$ cat src/rtl/fp_decode.sv
// Iterative 8-bit float {S,E,F} to two's-complement linear decoder.
// Shifts the significand left one place per cycle, then applies the sign.
module fp_decode #(
  parameter int unsigned W_E = 3,
  parameter int unsigned W_F = 4,
  parameter int unsigned W_D = 12
) (
  input  logic           clk,
  input  logic           rst,
  input  logic           in_valid,
  output logic           in_ready,
  input  logic           in_s,
  input  logic [W_E-1:0] in_e,
  input  logic [W_F-1:0] in_f,
  output logic           out_valid,
  input  logic           out_ready,
  output logic [W_D-1:0] out_d
);

  // Magnitude is one bit narrower than the output; the top bit is reserved for the sign.
  localparam int unsigned W_M = W_D - 1;

  typedef enum logic [1:0] {IDLE, SHIFT, SIGN, HOLD} state_t;

  state_t         state;
  state_t         state_nxt;
  logic [W_M-1:0] mag;
  logic [W_E-1:0] cnt;
  logic           sgn;
  logic [W_D-1:0] mag_ext;
  logic           load_c;
  logic           shift_c;
  logic           emit_c;
  logic           retire_c;

  // State register
  always_ff @(posedge clk) begin
    if (rst) state <= IDLE;
    else     state <= state_nxt;
  end

  // Next-state logic
  always_comb begin
    state_nxt = state;
    case (state)
      IDLE:    if (in_valid)        state_nxt = SHIFT;
      SHIFT:   if (cnt == '0)       state_nxt = SIGN;
      SIGN:                         state_nxt = HOLD;
      HOLD:    if (out_ready)       state_nxt = IDLE;
      default:                      state_nxt = IDLE;
    endcase
  end

  // Control strobes and ready decode
  always_comb begin
    in_ready = 1'b0;
    load_c   = 1'b0;
    shift_c  = 1'b0;
    emit_c   = 1'b0;
    retire_c = 1'b0;
    case (state)
      IDLE: begin
        in_ready = 1'b1;
        load_c   = in_valid;
      end
      SHIFT:   shift_c  = (cnt != '0);
      SIGN:    emit_c   = 1'b1;
      HOLD:    retire_c = out_ready;
      default: ;
    endcase
  end

  assign mag_ext = {1'b0, mag};

  // Datapath and registered outputs
  always_ff @(posedge clk) begin
    if (rst) begin
      mag       <= '0;
      cnt       <= '0;
      sgn       <= 1'b0;
      out_valid <= 1'b0;
      out_d     <= '0;
    end else begin
      if (load_c) begin
        mag <= W_M'(in_f);
        cnt <= in_e;
        sgn <= in_s;
      end else if (shift_c) begin
        mag <= mag << 1;
        cnt <= cnt - W_E'(1);
      end
      // Negating a zero magnitude yields zero, so -0 decodes to 0 naturally.
      if (emit_c) begin
        out_d     <= sgn ? (~mag_ext + W_D'(1)) : mag_ext;
        out_valid <= 1'b1;
      end else if (retire_c) begin
        out_valid <= 1'b0;
      end
    end
  end

endmodule

$ cat config.mk
export PLATFORM = sky130hd
export DESIGN_NAME = fp_decode
export DESIGN_NICKNAME = d
export VERILOG_FILES = /design/src/rtl/fp_decode.sv
export SDC_FILE = /design/constraint.sdc
export NUM_CORES = 1
export LEC_CHECK = 0
export BUFFER_PORTS_ARGS = -buffer_cell sky130_fd_sc_hd__buf_2
export CAP_MARGIN = 20
export CORE_ASPECT_RATIO = 0.75
export CORE_MARGIN = 1.5
export CORE_UTILIZATION = 40
export DETAILED_ROUTE_END_ITERATION = 8
export PLACE_DENSITY = 0.69
export SKIP_LAST_GASP = 1
export SYNTH_ARGS = -nofsm -noshare
export SYNTH_HDL_FRONTEND = slang
export SYNTH_SLANG_ARGS = --single-unit
$ cat constraint.sdc
create_clock -name clk -period 4.5 [get_ports clk]
set_clock_uncertainty 0.2 [all_clocks]
set_input_delay 0.9 -clock clk [delete_from_list [all_inputs] [get_ports clk]]
set_output_delay 0.9 -clock clk [all_outputs]
set_load 0.005 [all_outputs]
== Word-level counts from Yosys, hierarchy flattened ==
Cells that the tools add are included.
Word-level totals
  register bits after elaboration: 30
  input port bits: 12
  output and inout bits: 14
  logic and storage cells: 39
Operators by class
  $add $sub $neg: 2
  equal/unequal tests: 6
  multiplexer cells: 16
  bitwise logic cells: 1
  reduce and logical (&&, ||, !) cells: 7
Operators with widths (number)
  12-bit by 1-bit adder with 12-bit output, second input constant: 1
  12-bit two-way mux: 1
  11-bit NOT with 12-bit output: 1
  4-bit two-way mux: 2
  2-bit one-hot mux with 4 select lines: 1
  1-bit two-way mux: 7
  2-bit two-way mux: 3
  3-bit two-way mux: 2
  2-bit inequality test, second input constant: 3
  2-bit == test, second input constant: 2
  2-bit nonzero test: 2
  3-bit logical NOT: 1
  3-bit AND reduction: 1
  3-bit nonzero test: 1
  3-bit by 1-bit subtractor with 3-bit output, second input constant: 1
  2-bit by 1-bit == test with 1-bit output, second input constant: 1
  2-bit logical NOT: 1
  2-bit OR reduction: 1

== Longest topological paths before layout ==
Gate-level depths: netlist of run 1.
  depth in word-level cells: 4
  gate-level depth with buffers: 8

== Least setup slack after synthesis of run 1 ==
Ideal clock, no wire load.
  kind: input-to-reg
  start: input in_valid
  end: register state[1]
  setup time: 0.128 ns
  arrival time: 1.584 ns
  data required time: 4.172 ns
  setup slack: 2.589 ns
  stages: 4
  path buffers: 0
  path through: inv_1 a221oi_1 mux2i_1 nor2_1
Between the ends
  cells in the longest elaborated chain, start to end: 2
RTL lines
  start: declaration: RTL line 10  | input logic in_valid,
  2-bit inequality test (no source line)
  3-bit AND reduction (no source line)
  end signal: assignment: RTL line 39  | else state <= state_nxt;
  end: declaration: RTL line 25  | state_t state;
No other way between the ends.
A chain may end at the register's enable or synchronous reset.

== Worst setup path in the final report of run 1 ==
  start: register cnt[0]
  end: register state[1]
Between the ends
  cells in the longest elaborated chain, start to end: 3
RTL lines
  start: declaration: RTL line 28  | logic [W_E-1:0] cnt;
  start signal: assignment: RTL line 86  | cnt <= in_e;
  start signal: assignment: RTL line 90  | cnt <= cnt - W_E'(1);
  3-bit logical NOT: RTL line 47  | SHIFT: if (cnt == '0) state_nxt = SIGN;
  2-bit inequality test (no source line)
  3-bit AND reduction (no source line)
No other way between the ends.

==> results_tabular.tex, run 1 <==
\begin{tabular}{lr}
\hline
Metric & Value \\
\hline
\multicolumn{2}{l}{\textbf{Die}} \\
Cell row count & 19 \\
Initial Utilization & 0.417 \\
Core area & 3660 µm² \\
Die Ht & 56.5 µm \\
I/O pins & 26 \\
Width of the die & 74.3 µm \\
Area of the die & 4200 µm² \\
\multicolumn{2}{l}{\textbf{Synthesis}} \\
Register area share after synthesis & 0.393 \\
Area share of the largest cell type after synthesis & 0.393 \\
Predominant post-synthesis flop cell & dfxtp\_1 \\
Largest family of logic cells by synthesized area & simple AND/OR/NAND/NOR gates \\
Xor/xnor cell area share of the yosys netlist & 0.0344 \\
Yosys top cell by area & dfxtp\_1 \\
Simple logic cell fraction of the synthesized area & 0.225 \\
Netlist cell types & 33 \\
Number of synthesized flops with an enable pin & 0 \\
Flops \& latches, synth & 30 \\
Post-Synthesis Cells & 185 \\
Share of cell area taken by muxes after synthesis & 0.0336 \\
Syn\_area\_per\_cell & 8.25 µm² \\
Share of flip-flops with an asynchronous set or reset after synthesis & 0 \\
Synth Area in Compound Gates & 0.181 \\
Yosys warnings & 0 \\
Post-synthesis adder-cell area fraction & 0.0656 \\
Area contributors post-synth & dfxtp\_1 39\%, nand2\_1 7.4\%, ha\_1 6.6\% \\
Nets in the synthesized netlist & 205 \\
Post-synthesis instance area & 1530 µm² \\
Top cells by count, synth & 30 x dfxtp\_1, 30 x nand2\_1, 18 x nor2\_1 \\
\multicolumn{2}{l}{\textbf{Setup path}} \\
Worst Path Required & 4.45 ns \\
Worst-path fanout max & 16 \\
Register-to-register setup slack & 2.13 ns \\
Most prevalent standard cell on the critical path & ha\_1 \\
Critical path endpoint category & flip-flop \\
CP max stage cell & nor2b\_1 \\
Kind of start point of the critical path & flip-flop \\
Critical-path cell list & inv\_1 > ha\_1 > ha\_1 > nor2b\_1 > a221oi\_1 > mux2i\_1 > nor2\_1 \\
CP Class & flip-flop to flip-flop \\
CP arrival & 2.33 ns \\
Largest stage delay on the critical path & 0.80 ns \\
\multicolumn{2}{l}{\textbf{Power}} \\
Relative contribution of sequential cells to total power & 0.413 \\
Switch Pwr & 0.000325 W \\
Switch share & 0.360 \\
Internal Power & 0.000577 W \\
PD cells & 518 nW/µm² \\
IR drop worst, VDD & 0.265 mV \\
Relative contribution of combinational cells to total power & 0.356 \\
Leakage power summed over all cells & 0.654 nW \\
Share of power burned in the clock network & 0.231 \\
\multicolumn{2}{l}{\textbf{Placement}} \\
Routability-driven placement congestion ratio & 0.700 \\
\# port buffers & 25 \\
Placed cell count & 249 \\
Detailed Place HPWL & 2.14 mm \\
\multicolumn{2}{l}{\textbf{Cells and area}} \\
Layout Cells excl Fill & 255 \\
Diode insertion count for antenna repair & 0 \\
Core occupancy in the finished layout & 0.476 \\
Area Growth Syn to Fin & 14.1\% \\
Total Nets Final & 224 \\
Share of layout cells above drive strength 1 & 0.172 \\
\multicolumn{2}{l}{\textbf{Timing}} \\
Final Critical Period & 2.37 ns \\
Number of slew-limit violations in the final report & 0 \\
Final setup violating endpoints & 0 \\
Total negative setup slack & 0 ns \\
Rel. slew slack & 0.303 \\
Final period utilization & 0.527 \\
Measured slew at the worst slew-check pin & 1.04 ns \\
RSZ-0062 raised after global routing & false \\
Final Hold Violating Endpoints & 0 \\
Peak Freq & 0.422 GHz \\
\multicolumn{2}{l}{\textbf{Routing}} \\
Drt pass-1 iters & 4 \\
Number of vias in the routed layout & 1279 \\
Aggregate routed wire length & 3.10 mm \\
Final ANT Viol Nets & 0 \\
Average wire per cell in the routed design & 12.1 µm \\
Remaining routing DRC violations & 0 \\
Number of design-rule violations left by the first detailed-router iteration & 94 \\
DR vias/cell & 5.02 \\
\multicolumn{2}{l}{\textbf{Clock tree}} \\
Clk root buf & clkbuf\_8 \\
Resize count post-CTS & 0 \\
CTS sink cnt & 30 \\
Maximum level of the CTS H-tree & 2 \\
Maximum buffer depth of the clock tree & 2 \\
Count of hold-fix buffers inserted at cts & 0 \\
Number of buffers added by the clock tree synthesis step & 5 \\
Setup bufs post-CTS & 0 \\
TritonCTS clock tree & built \\
Worst skew pair latency & 0.28 ns \\
Clock input transition at the sequential cells of the worst setup and hold paths & 0.06 ns \\
\multicolumn{2}{l}{\textbf{Run status}} \\
Run status & finished, final reports clean \\
\multicolumn{2}{l}{\textbf{GRT}} \\
Via count of the first global-routing pass & 1177 \\
Antenna violations before repair & 0 \\
Pin count of the biggest net entering global routing & 27 \\
Total global-route track usage & 0.170 \\
Global-route wire length before repair & 5.28 mm \\
Congestion Overflow GR & 0 \\
\multicolumn{2}{l}{\textbf{Min path}} \\
Worst Hold Class & flip-flop to flip-flop \\
\multicolumn{2}{l}{\textbf{Flow run}} \\
Count of maximum capacitance violations & 0 \\
\hline
\end{tabular}
[final timing paths]
path | from | to | cells past startpoint
worst max-delay path | cnt[0] | state[1] | 7
worst min-delay path | out_d[7] | out_d[7] | 2
worst max register to register | cnt[0] | state[1] | 7
worst min register to register | out_d[7] | out_d[7] | 2
[sequential cells by signal, indices dropped and copies added, names as in the netlist]
register and flops:
state 2, out_d 12, mag 11, sgn 1, out_valid 1, cnt 3
[cells in the final DEF (no fill, tap or decap), types with 4 or more instances in the layout]
cell	n
dfxtp_1	30
a211oi_1	6
ha_1	8
mux2i_1	4
nand3_1	7
a311oi_1	6
inv_1	10
clkbuf_8	6
xnor2_1	4
nor2_1	18
a21oi_1	13
buf_2	25
nand2_1	30
nand2b_1	4
[cell families (layout without fill, tap and decap cells)]
family / count (synthesis) / count (layout)
multiplexers: 5 / 5
AND/OR/NAND/NOR: 73 / 73
XOR/XNOR: 6 / 6
adder cells (fa/ha/maj): 8 / 8
flip-flops: 30 / 30
buffers and inverters: 24 / 42
AO/OA/AOI/OAI: 39 / 39
[metrics by stage]
stage	hold slack, ns	instance area, µm²	total power (W)	setup slack (ns)
floorplan	0.244	1530	0.000628	2.59
global placement	0.243	1660	0.000695	2.18
detailed placement	0.248	1660	0.000698	2.14
CTS	0.256	1740	0.000912	2.14
global route	0.282	1740	0.000978	1.93
finish	0.249	1740	0.000902	2.13
[final cells by class]
cell class                 instances  area, µm²
timing repair buffer              26        133
inverter                          10       37.5
fill                             384       1920
clock buffer                       6       82.6
sequential                        30        601
multi-input combinational        131        823
tap                               52       65.1
[per-layer routing]
| metal | track usage | vias up | part of all wire |
|---|---|---|---|
| met3 | 0.0754 | 5 | 0.055 |
| li1 | - | 675 | - |
| met2 | 0.232 | 32 | 0.41 |
| met4 | 0.0623 | 0 | 0.014 |
| met1 | 0.234 | 567 | 0.52 |
| met5 | 0 | - | 0 |
[critical path, delay by kind of cell (launching register included)]
family	cells	cell delay, ns
AO/OA/AOI/OAI	1	0.24
AND/OR/NAND/NOR	2	0.85
flip-flops	1	0.34
multiplexers	1	0.22
buffers and inverters	1	0.05
adder cells (fa/ha/maj)	2	0.36
[power by group through the flow]
| stage | clock (W) | combinational (W) | sequential, W |
|---|---|---|---|
| floorplan | 0 | 0.000271 | 0.000357 |
| global placement | 0 | 0.000319 | 0.000376 |
| detailed placement | 0 | 0.000320 | 0.000378 |
| CTS | 0.000216 | 0.000324 | 0.000373 |
| global route | 0.000224 | 0.000372 | 0.000382 |
| finish | 0.000208 | 0.000321 | 0.000373 |
Note: power is estimated with default switching activity, not from simulation.
==> run 2: changes to the inputs <==
--- a/config.mk
+++ b/config.mk
@@ -5,13 +5,14 @@
 export SDC_FILE = /design/constraint.sdc
 export NUM_CORES = 1
 export LEC_CHECK = 0
+export ABC_AREA = 1
 export BUFFER_PORTS_ARGS = -buffer_cell sky130_fd_sc_hd__buf_2
 export CAP_MARGIN = 20
 export CORE_ASPECT_RATIO = 0.75
 export CORE_MARGIN = 1.5
 export CORE_UTILIZATION = 40
 export DETAILED_ROUTE_END_ITERATION = 8
-export PLACE_DENSITY = 0.69
+export PLACE_DENSITY = 0.72
 export SKIP_LAST_GASP = 1
 export SYNTH_ARGS = -nofsm -noshare
 export SYNTH_HDL_FRONTEND = slang
==> constraint.sdc (replaced) <==
create_clock -name clk -period 1.9 [get_ports clk]
set_clock_uncertainty 0.2 [all_clocks]
set_input_delay 0.38 -clock clk [delete_from_list [all_inputs] [get_ports clk]]
set_output_delay 0.38 -clock clk [all_outputs]
set_load 0.005 [all_outputs]
==> run 2 against run 1 <==
Maximum frequency increased by 29%. First-iteration DRC count decreased by 22%. Worst setup slack got worse by 2.1 ns. Die area decreased by 2.3%. Critical path depth increased by 3. Flip-flop and latch count unchanged. Design area increased by 3.0%. Sequential power increased to 2.7 times the previous value. Synthesized area decreased by 2.5%. Via count increased by 7.7%. Register-to-register slack got worse by 2.1 ns. Non-clock buffer count increased by 5. Largest cell class unchanged. Highest routed layer unchanged.
==> results_tabular.tex, run 2 <==
\begin{tabular}{lr}
\hline
Metric & Value \\
\hline
\multicolumn{2}{l}{\textbf{Clock tree}} \\
Maximum level of the CTS H-tree & 2 \\
Number of buffers added by the clock tree synthesis step & 5 \\
Worst skew pair latency & 0.29 ns \\
Maximum buffer depth of the clock tree & 2 \\
CTS sink cnt & 30 \\
TritonCTS clock tree & built \\
Clock input transition at the sequential cells of the worst setup and hold paths & 0.07 ns \\
Clk root buf & clkbuf\_8 \\
\multicolumn{2}{l}{\textbf{Placement}} \\
\# port buffers & 25 \\
Dpl cell area & 1670 µm² \\
Routability-driven placement congestion ratio & 0.832 \\
Worst Setup Slack post-DPL & 0.180 ns \\
Detailed Place HPWL & 2.42 mm \\
\multicolumn{2}{l}{\textbf{Synthesis}} \\
Nets in the synthesized netlist & 221 \\
Area contributors post-synth & dfxtp\_1 40\%, nand2\_1 7.6\%, nor2\_1 7.1\% \\
Flops \& latches, synth & 30 \\
Post-Synthesis Cells & 201 \\
Yosys top cell by area & dfxtp\_1 \\
Top cells by count, synth & 30 x dfxtp\_1, 30 x nand2\_1, 28 x nor2\_1 \\
Netlist cell types & 24 \\
Predominant post-synthesis flop cell & dfxtp\_1 \\
Number of synthesized flops with an enable pin & 0 \\
Syn\_area\_per\_cell & 7.41 µm² \\
Yosys warnings & 0 \\
Area share of the largest cell type after synthesis & 0.403 \\
Register area share after synthesis & 0.403 \\
Post-synthesis instance area & 1490 µm² \\
Share of flip-flops with an asynchronous set or reset after synthesis & 0 \\
\multicolumn{2}{l}{\textbf{Timing}} \\
RSZ-0062 raised after global routing & true \\
Total negative setup slack & 0 ns \\
Final setup violating endpoints & 0 \\
Measured slew at the worst slew-check pin & 0.332 ns \\
Number of slew-limit violations in the final report & 0 \\
Final period utilization & 0.964 \\
Final Critical Period & 1.83 ns \\
Final Hold Violating Endpoints & 0 \\
Peak Freq & 0.546 GHz \\
Tightest hold margin & 0.139 ns \\
Rel. slew slack & 0.778 \\
Worst Slack Setup Final & 0.0679 ns \\
\multicolumn{2}{l}{\textbf{Min path}} \\
Worst Hold Class & primary input to flip-flop \\
\multicolumn{2}{l}{\textbf{Die}} \\
Core area & 3420 µm² \\
Width of the die & 73.5 µm \\
Die Ht & 55.8 µm \\
Cell row count & 18 \\
Area of the die & 4100 µm² \\
Initial Utilization & 0.435 \\
I/O pins & 26 \\
\multicolumn{2}{l}{\textbf{Setup path}} \\
Most prevalent standard cell on the critical path & nand2\_1 \\
Buf+Inv Stages, Crit Path & 3 \\
Worst-path fanout max & 4 \\
Family with the most delay on the worst path & adder cells \\
Critical register-to-register path startpoint & cnt[0] \\
CP Class & flip-flop to flip-flop \\
Timing endpoint of the critical path & state[0] \\
R2R cell count & 10 \\
Worst Path Required & 1.88 ns \\
Critical path endpoint category & flip-flop \\
Register-to-register setup slack & 0.07 ns \\
Number of stages on the worst setup path & 10 \\
CP arrival & 1.81 ns \\
Kind of start point of the critical path & flip-flop \\
Beginning of the critical path & cnt[0] \\
CP max stage cell & dfxtp\_1 \\
Largest stage delay on the critical path & 0.35 ns \\
Critical-path cell list & inv\_1 > ha\_1 > ha\_1 > inv\_1 > nand2\_1 > o211ai\_1 > buf\_4 > nand2\_1 > nand2\_1 > nor2\_1 \\
Reg2reg end & state[0] \\
\multicolumn{2}{l}{\textbf{GRT}} \\
Global-route wire length before repair & 5.71 mm \\
Pin count of the biggest net entering global routing & 21 \\
Congestion Overflow GR & 0 \\
Total global-route track usage & 0.181 \\
Antenna violations before repair & 0 \\
Via count of the first global-routing pass & 1219 \\
\multicolumn{2}{l}{\textbf{Flow run}} \\
Count of maximum capacitance violations & 0 \\
\multicolumn{2}{l}{\textbf{Cells and area}} \\
Registers with the most flip-flops & out\_d: 12 flops, mag: 11 flops, cnt: 3 flops \\
Commonest cells after routing, fill and taps aside & 30 x nand2\_1, 30 x dfxtp\_1, 28 x nor2\_1, 26 x inv\_1, 25 x buf\_2 \\
Register name with the most flops & out\_d \\
Area Growth Syn to Fin & 20.5\% \\
Total Nets Final & 253 \\
Share of layout cells above drive strength 1 & 0.209 \\
Post-Layout Inst Area & 1790 µm² \\
Number of flip-flops under the largest register name & 12 \\
Filler Cells Inserted & 352 \\
Core occupancy in the finished layout & 0.524 \\
Diode insertion count for antenna repair & 0 \\
\multicolumn{2}{l}{\textbf{Routing}} \\
Number of design-rule violations left by the first detailed-router iteration & 73 \\
Number of vias in the routed layout & 1377 \\
DR vias/cell & 4.85 \\
Average wire per cell in the routed design & 11.5 µm \\
Final ANT Viol Nets & 0 \\
Remaining routing DRC violations & 0 \\
Drt pass-1 iters & 4 \\
Aggregate routed wire length & 3.28 mm \\
\multicolumn{2}{l}{\textbf{Run status}} \\
Run status & finished, final reports clean \\
\multicolumn{2}{l}{\textbf{Power}} \\
IR drop worst, VDD & 0.854 mV \\
Leakage power summed over all cells & 0.860 nW \\
PD cells & 1670 nW/µm² \\
\hline
\end{tabular}
## run 2: cell count changes in the layout (fill, tap and decap cells not counted), sizes merged, moves of 4 or more
| cell | change |
|---|---|
| mux2i | -4 |
| a311oi | -6 |
| nand2b | -4 |
| buf | +5 |
| o221ai | +4 |
| nor2 | +12 |
| inv | +18 |
| o21ai | +11 |
| a21oi | +6 |
| nand2 | +5 |
## run 2: layout make-up
| type | instances | area, µm² | area share |
|---|---|---|---|
| Clock buffer | 5 | 68.8 | 0.0384 |
| Clock inverter | 3 | 40.0 | 0.0223 |
| Inverter | 28 | 105 | 0.0586 |
| Multi-Input combinational cell | 137 | 747 | 0.416 |
| Sequential cell | 30 | 601 | 0.335 |
| Tap cell | 50 | 62.6 | 0.0349 |
| Timing Repair Buffer | 31 | 170 | 0.0948 |
## run 2: cell families (layout without fill, tap and decap cells)
group / count (synthesis) / count (layout) / synth area share
buffers and inverters: 34 / 67 / 0.0983
xor gates and xnor gates: 2 / 2 / 0.0118
DFF: 30 / 30 / 0.403
adders and majority gates: 8 / 8 / 0.0672
and+or+nand+nor: 79 / 79 / 0.229
AOI/OAI and AO/OA: 48 / 48 / 0.191
## run 2: routing by layer
| layer | share of wire | up-vias | track usage |
|---|---|---|---|
| li1 | - | 724 | - |
| met1 | 0.55 | 617 | 0.283 |
| met2 | 0.38 | 31 | 0.216 |
| met3 | 0.066 | 5 | 0.0779 |
| met4 | 0.012 | 0 | 0.0556 |
| met5 | 0 | - | 0 |
## run 2: per-stage QoR
step,total power [W],cells
2_1_floorplan,0.00194,201
3_3_place_gp,0.00228,274
3_5_place_dp,0.00229,274
4_1_cts,0.00294,282
5_1_grt,0.00326,284
6_report,0.00299,284
## run 2: where the power goes
| group | switching [W] | total, W | leakage (nW) | internal [W] |
|---|---|---|---|---|
| sequential | 0.000161 | 0.00101 | 0.246 | 0.000846 |
| clock | 0.000253 | 0.000638 | 0.0579 | 0.000385 |
| combinational | 0.000797 | 0.00135 | 0.556 | 0.000548 |
## run 2: worst min path at each step
stage / start / endpoint / slack, ns / cells past startpoint
global placement: cnt[0] / cnt[0] / 0.24 / 1
floorplan: cnt[0] / cnt[0] / 0.23 / 1
CTS: in_f[0] / mag[0] / 0.13 / 3
detailed placement: cnt[0] / cnt[0] / 0.25 / 1
finish: in_f[0] / mag[0] / 0.14 / 3
global route: in_f[0] / mag[0] / 0.17 / 3
## run 2: repair_timing
action	in CTS	in global routing
endpoints found under the setup margin	0	2
gates resized for setup	0	1
endpoints found under the hold margin	0	0
hold buffers	0	0
setup buffers	0	2
## run 2: tightest hold or removal path, stage by stage
cell     delay, ns
buf_2         0.10
nand2_1       0.05
a21oi_1       0.06
